==> src/rtl/hazard_ctrl_pkg.sv <==
// Shared types and defaults for the pipeline hazard controller.
// Holds the controller state encoding, the forward-select codes and the memory-wait limit.
package hazard_ctrl_pkg;

  localparam int TIMEOUT_DEFAULT = 15;
  localparam int CNT_W           = 32;
  localparam int REG_W           = 5;

  typedef enum logic [1:0] {
    ST_RUN      = 2'd0,
    ST_MEM_WAIT = 2'd1,
    ST_ERROR    = 2'd2
  } hz_state_e;

  typedef enum logic [1:0] {
    FWD_REG = 2'b00,
    FWD_WB  = 2'b01,
    FWD_MEM = 2'b10
  } fwd_sel_e;

  // Wait counter must hold TIMEOUT itself; never narrower than 4 bits.
  function automatic int wait_cnt_width(input int timeout);
    int w;
    w = $clog2(timeout + 1);
    return (w < 4) ? 4 : w;
  endfunction

endpackage

==> src/rtl/hazard_perf_cnt.sv <==
// Free-running stall and flush event counters; both wrap modulo 2^32.
module hazard_perf_cnt
  import hazard_ctrl_pkg::*;
(
  input  logic             clk,
  input  logic             rst,
  input  logic             stall_inc,
  input  logic             flush_inc,
  output logic [CNT_W-1:0] stall_cycles,
  output logic [CNT_W-1:0] flush_events
);

  always_ff @(posedge clk or posedge rst) begin
    if (rst) begin
      stall_cycles <= '0;
      flush_events <= '0;
    end else begin
      if (stall_inc) stall_cycles <= stall_cycles + 1'b1;
      if (flush_inc) flush_events <= flush_events + 1'b1;
    end
  end

endmodule

==> src/rtl/hazard_ctrl.sv <==
// Pipeline hazard unit: EX operand forwarding, load-use/redirect/memory-wait stalls and flushes.
//   state       | meaning
//   ST_RUN      | normal flow; forwarding, redirect and load-use handling active
//   ST_MEM_WAIT | data memory access outstanding; wait_cnt tracks its age
//   ST_ERROR    | memory access exceeded TIMEOUT; pipeline frozen until reset
module hazard_ctrl
  import hazard_ctrl_pkg::*;
#(
  parameter int TIMEOUT = TIMEOUT_DEFAULT
) (
  input  logic             clk,
  input  logic             rst,
  input  logic [REG_W-1:0] rs1_D,
  input  logic [REG_W-1:0] rs2_D,
  input  logic [REG_W-1:0] rs1_E,
  input  logic [REG_W-1:0] rs2_E,
  input  logic [REG_W-1:0] rd_E,
  input  logic             MemRead_E,
  input  logic             RegWrite_E,
  input  logic [REG_W-1:0] rd_M,
  input  logic             RegWrite_M,
  input  logic             MemRead_M,
  input  logic             MemWrite_M,
  input  logic [REG_W-1:0] rd_W,
  input  logic             RegWrite_W,
  input  logic             pc_src_E,
  input  logic             dmem_ready,
  output logic             StallF,
  output logic             StallD,
  output logic             StallE,
  output logic             StallM,
  output logic             FlushD,
  output logic             FlushE,
  output logic             FlushW,
  output logic [1:0]       ForwardA_E,
  output logic [1:0]       ForwardB_E,
  output logic             mem_timeout,
  output logic [CNT_W-1:0] stall_cycles,
  output logic [CNT_W-1:0] flush_events
);

  localparam int                WCNT_W      = wait_cnt_width(TIMEOUT);
  localparam logic [WCNT_W-1:0] TIMEOUT_CNT = WCNT_W'(TIMEOUT);

  hz_state_e         state;
  logic [WCNT_W-1:0] wait_cnt;
  logic [WCNT_W-1:0] wait_cnt_inc;
  logic              mem_busy;
  logic              load_use;
  logic              unused_ok;

  // RegWrite_E is part of the stage bundle but no hazard decision depends on it.
  assign unused_ok = RegWrite_E;

  function automatic fwd_sel_e fwd_pick(
    input logic [REG_W-1:0] rs,
    input logic             rw_m,
    input logic [REG_W-1:0] rdm,
    input logic             rw_w,
    input logic [REG_W-1:0] rdw
  );
    if (rw_m && (rdm != '0) && (rdm == rs)) return FWD_MEM;
    if (rw_w && (rdw != '0) && (rdw == rs)) return FWD_WB;
    return FWD_REG;
  endfunction

  assign ForwardA_E = fwd_pick(rs1_E, RegWrite_M, rd_M, RegWrite_W, rd_W);
  assign ForwardB_E = fwd_pick(rs2_E, RegWrite_M, rd_M, RegWrite_W, rd_W);

  assign mem_busy     = (MemRead_M || MemWrite_M) && !dmem_ready;
  assign load_use     = MemRead_E && (rd_E != '0) && ((rd_E == rs1_D) || (rd_E == rs2_D));
  assign wait_cnt_inc = wait_cnt + 1'b1;

  // Controls follow mem_busy directly so the cycle dmem_ready rises is already a moving cycle.
  always_comb begin
    StallF = 1'b0;
    StallD = 1'b0;
    StallE = 1'b0;
    StallM = 1'b0;
    FlushD = 1'b0;
    FlushE = 1'b0;
    FlushW = 1'b0;
    if (!rst) begin
      if ((state == ST_ERROR) || mem_busy) begin
        StallF = 1'b1;
        StallD = 1'b1;
        StallE = 1'b1;
        StallM = 1'b1;
        FlushW = 1'b1;
      end else if (pc_src_E) begin
        FlushD = 1'b1;
        FlushE = 1'b1;
      end else if (load_use) begin
        StallF = 1'b1;
        StallD = 1'b1;
        FlushE = 1'b1;
      end
    end
  end

  always_ff @(posedge clk or posedge rst) begin
    if (rst) begin
      state       <= ST_RUN;
      wait_cnt    <= '0;
      mem_timeout <= 1'b0;
    end else begin
      case (state)
        ST_RUN: begin
          wait_cnt <= '0;
          if (mem_busy) state <= ST_MEM_WAIT;
        end
        ST_MEM_WAIT: begin
          if (!mem_busy) begin
            state    <= ST_RUN;
            wait_cnt <= '0;
          end else if (wait_cnt_inc == TIMEOUT_CNT) begin
            state       <= ST_ERROR;
            wait_cnt    <= wait_cnt_inc;
            mem_timeout <= 1'b1;
          end else begin
            wait_cnt <= wait_cnt_inc;
          end
        end
        ST_ERROR: begin
          mem_timeout <= 1'b1;
        end
        default: begin
          state    <= ST_RUN;
          wait_cnt <= '0;
        end
      endcase
    end
  end

  hazard_perf_cnt u_perf (
    .clk          (clk),
    .rst          (rst),
    .stall_inc    (StallF),
    .flush_inc    (FlushE),
    .stall_cycles (stall_cycles),
    .flush_events (flush_events)
  );

endmodule

==> config.mk <==
export PLATFORM = sky130hd
export DESIGN_NAME = hazard_ctrl
export DESIGN_NICKNAME = d
export VERILOG_FILES = /design/src/rtl/hazard_ctrl_pkg.sv /design/src/rtl/hazard_perf_cnt.sv /design/src/rtl/hazard_ctrl.sv
export SDC_FILE = /design/constraint.sdc
export NUM_CORES = 1
export LEC_CHECK = 0
export ABC_AREA = 1
export ABC_CLOCK_PERIOD_IN_PS = 5600
export CORE_UTILIZATION = 51
export CTS_CLUSTER_SIZE = 24
export DETAILED_ROUTE_END_ITERATION = 8
export PLACE_DENSITY_LB_ADDON = 0.12
export SLEW_MARGIN = 40
export SYNTH_ARGS = -nofsm -noshare
export SYNTH_HDL_FRONTEND = slang
export SYNTH_SLANG_ARGS = --single-unit
==> constraint.sdc <==
create_clock -name clk -period 5.6 [get_ports clk]
set_clock_uncertainty 0.2 [all_clocks]
set_input_delay 1.12 -clock clk [delete_from_list [all_inputs] [get_ports clk]]
set_output_delay 1.12 -clock clk [all_outputs]
set_load 0.05 [all_outputs]
==> Flow_metrics.wiki <==
{| class="wikitable"
! Metric !! Value
|-
| Run status || complete, no violations
|-
| Final setup vio count || 0
|-
| Reg2Reg Depth || 10
|-
| DR pass1 iterations || 5
|-
| Number of antenna violations at the first check in global routing || 0
|-
| Share of the synthesized area in the top cell type || 34.84%
|-
| Startpoint of the worst hold path || mem_timeout
|-
| Final standard cell count with taps included and fillers excluded || 1027
|-
| Leading post-synthesis cells by cell area || dfrtp_1 (35%), nand2_1 (22%), nand3_1 (8.3%)
|-
| Die width || 102 µm
|-
| Count of max-cap constraint violations || 0
|-
| Routed length per placed instance || 13.69 µm
|-
| Count of final max-slew check failures || 0
|-
| End point of the most critical hold path || mem_timeout
|-
| Slew at the pin closest to its max-slew limit || 0.6985 ns
|-
| Area added between synthesis and finish || 29.00%
|-
| Gate count of the mapped netlist || 773
|-
| Kind of critical path || in2out
|-
| Syn Std Cell Area || 0.005100 mm²
|-
| Starting density of the core || 52.42%
|-
| Top cell by count, worst path || clkdlybuf4s50_1
|-
| Pwr/cell area || 185.1 mW/mm²
|-
| Standard-cell rows || 36
|-
| Worst vdd ir || 0.1459 mV
|-
| Clk slew on worst S/H paths || 0.07 ns
|-
| Die Ht || 102 µm
|-
| Die outline area || 0.01040 mm²
|-
| Slew HR || 53.44%
|-
| Reg-to-Reg Start || u_perf.stall_cycles[0]
|-
| Number of enable-type register cells in the synthesized netlist || 0
|-
| Post-cts hold buffer count || 0
|-
| DRC violation count after routing || 0
|-
| TNS Setup || 0 ns
|-
| Global route total overflow || 0
|-
| Top cell type by total area after synthesis || dfrtp_1
|-
| Post-CTS setup buffers || 0
|-
| I/O pins || 121
|-
| CP cell instances || clkdlybuf4s50_1, nor2_1, nand2_1, o21ai_0, nor4_1, clkdlybuf4s50_1
|-
| Final GP Congestion || 0.9411
|-
| Post-CTS sizing || 0
|-
| Synthesized area per cell || 6.598 µm²
|-
| Post-Route Utilization || 67.62%
|-
| Fraction of final layout cells with drive strength greater than 1 || 5.257%
|-
| ANT cells || 0
|-
| Leading cell type by number of instances after synthesis || nand2_1
|-
| Core Box Area || 0.009729 mm²
|-
| Clk_lat worst skew || 0.35 ns
|-
| Ys Warns || 0
|-
| Proportion of synthesized chip area in sequential cells || 34.84%
|-
| Leakage power total || 0.003095 µW
|-
| Endpoint class of the critical path || output pin
|-
| Count of cell types in the netlist || 28
|-
| Biggest cell delay along the critical path || 0.89 ns
|-
| DRT antenna net count || 0
|-
| Initial detailed-routing violation count || 265
|-
| Critical path fanouts, max || 3
|-
| Inserted Clock Buffers || 9
|-
| Classification of the worst-slack hold path || reg2reg
|-
| Placed cell count || 1012
|-
| Reg-to-reg critical path endpoint || u_perf.stall_cycles[28]
|-
| First-pass GRT wire length || 23200 µm
|-
| Placed wire-length estimate after detailed placement || 10890 µm
|-
| Worst hold path depth || 1
|-
| Maximum number of pins on one net before global-route repair || 60
|-
| Cell at the slowest stage of the critical path || clkdlybuf4s50_1
|-
| Final hold violation count || 0
|-
| Leading post-synthesis cells by instance count || nand2_1 (302), nand3_1 (85), nor2_1 (79), dfrtp_1 (71), inv_1 (67)
|-
| Maximum clock insertion buffer count || 2
|-
| Aggregate routed wire length || 14060 µm
|-
| Main flop type after synthesis || dfrtp_1
|-
| Number of storage elements in the synthesis netlist || 71
|-
| Share of synthesized registers carrying an async set or reset || 100.0%
|-
| Depth of the CTS H-tree || 3
|-
| CP arrival || 3.18 ns
|-
| Syn nets || 822
|-
| Clock tree from TritonCTS || done
|-
| TritonCTS sink count || 71
|-
| Number of global-route vias before repair || 5087
|-
| Number of vias per cell after detailed routing || 5.144
|-
| Net count, final || 939
|-
| Worst-case register-to-register setup slack || 3.51 ns
|-
| Startpoint type of the worst setup path || primary input
|-
| Global-route total usage across every layer || 28.63%
|-
| DR vias || 5283
|-
| Port buffer count || 119
|-
| Worst EP required || 4.28 ns
|-
| Clock period minus final worst setup slack || 4.499 ns
|-
| RSZ-0062 raised after global routing || no
|-
| Final cycle utilization of the critical path || 80.33%
|-
| Fmax || 222.3 MHz
|-
| Clk root buf || clkbuf_8
|}
## per-layer routing
metal | GRT usage (%) | vias to the layer above | part of all wire (%)
li1 | - | 2652 | -
met1 | 34.08 | 2483 | 43
met2 | 49.97 | 114 | 50
met3 | 3.830 | 34 | 3.4
met4 | 15.71 | 0 | 3.6
met5 | 0 | - | 0
## worst max-delay path: cells and delay by family
| family | cells | cell delay (ns) |
|---|---|---|
| AO/OA/AOI/OAI | 1 | 0.09 |
| buffers and inverters | 2 | 1.43 |
| AND/OR/NAND/NOR | 3 | 0.54 |
## logic make-up (layout without fill, tap and decap cells)
logic type / count (synthesis) / in the layout / synth area share [%]
AOI/OAI and AO/OA: 14 / 14 / 1.423
buffers and inverters: 92 / 213 / 7.703
xor gates and xnor gates: 61 / 61 / 10.48
DFF: 71 / 71 / 34.84
adders and majority gates: 4 / 4 / 0.9814
and+or+nand+nor: 531 / 531 / 44.58
## state kept, by name (all words and copies together), names as in the netlist
register             flops
wait_cnt                 4
u_perf.flush_events     32
state                    2
u_perf.stall_cycles     32
mem_timeout              1
## worst max path at each step
stage                     startpoint             to  depth (start not counted)  slack (ns)
after global placement       rd_W[0]  ForwardA_E[0]                          6        1.12
after detailed placement     rd_M[2]  ForwardA_E[1]                          6        1.13
after global routing         rd_W[0]  ForwardA_E[0]                          6        1.00
after CTS                    rd_W[0]  ForwardA_E[0]                          6        1.12
final                        rd_M[3]  ForwardA_E[1]                          6        1.10
after floorplan              rd_M[3]  ForwardA_E[0]                          3        0.70
## cell usage in the layout (no fill, tap or decap), drive strengths merged, types with 12 or more instances in the layout
master and count:
nand2 306, clkdlybuf4s50 116, nor2 89, nand3 87
dfrtp 71, inv 71, xor2 35, xnor2 26
nor3 21, o21ai 13, clkbuf 12
## metrics by stage
stage	area [µm²]	total power [µW]	setup slack [ns]	hold WS (ns)
6_report	6579	1218	1.101	0.2920
3_3_place_gp	6381	800.0	1.122	0.2551
5_1_grt	6579	1272	1.004	0.2957
4_1_cts	6579	1230	1.118	0.2918
2_1_floorplan	5100	705.4	0.7004	0.2951
3_5_place_dp	6381	805.9	1.126	0.2799
## power by group
part           internal [µW]  switching, µW
sequential               529           25.7
clock                    227            195
combinational           91.8            149
## area by class of cell
cell class / count / area, µm²
repair buffers: 126 / 1236
inverters: 72 / 271.5
fillers: 924 / 3151
clock inverters: 3 / 42.54
well taps: 133 / 166.4
clock buffers: 12 / 155.1
flip-flops and latches: 71 / 1777
multi-input cells: 610 / 2930
Note: power is estimated with default switching activity, not from simulation.
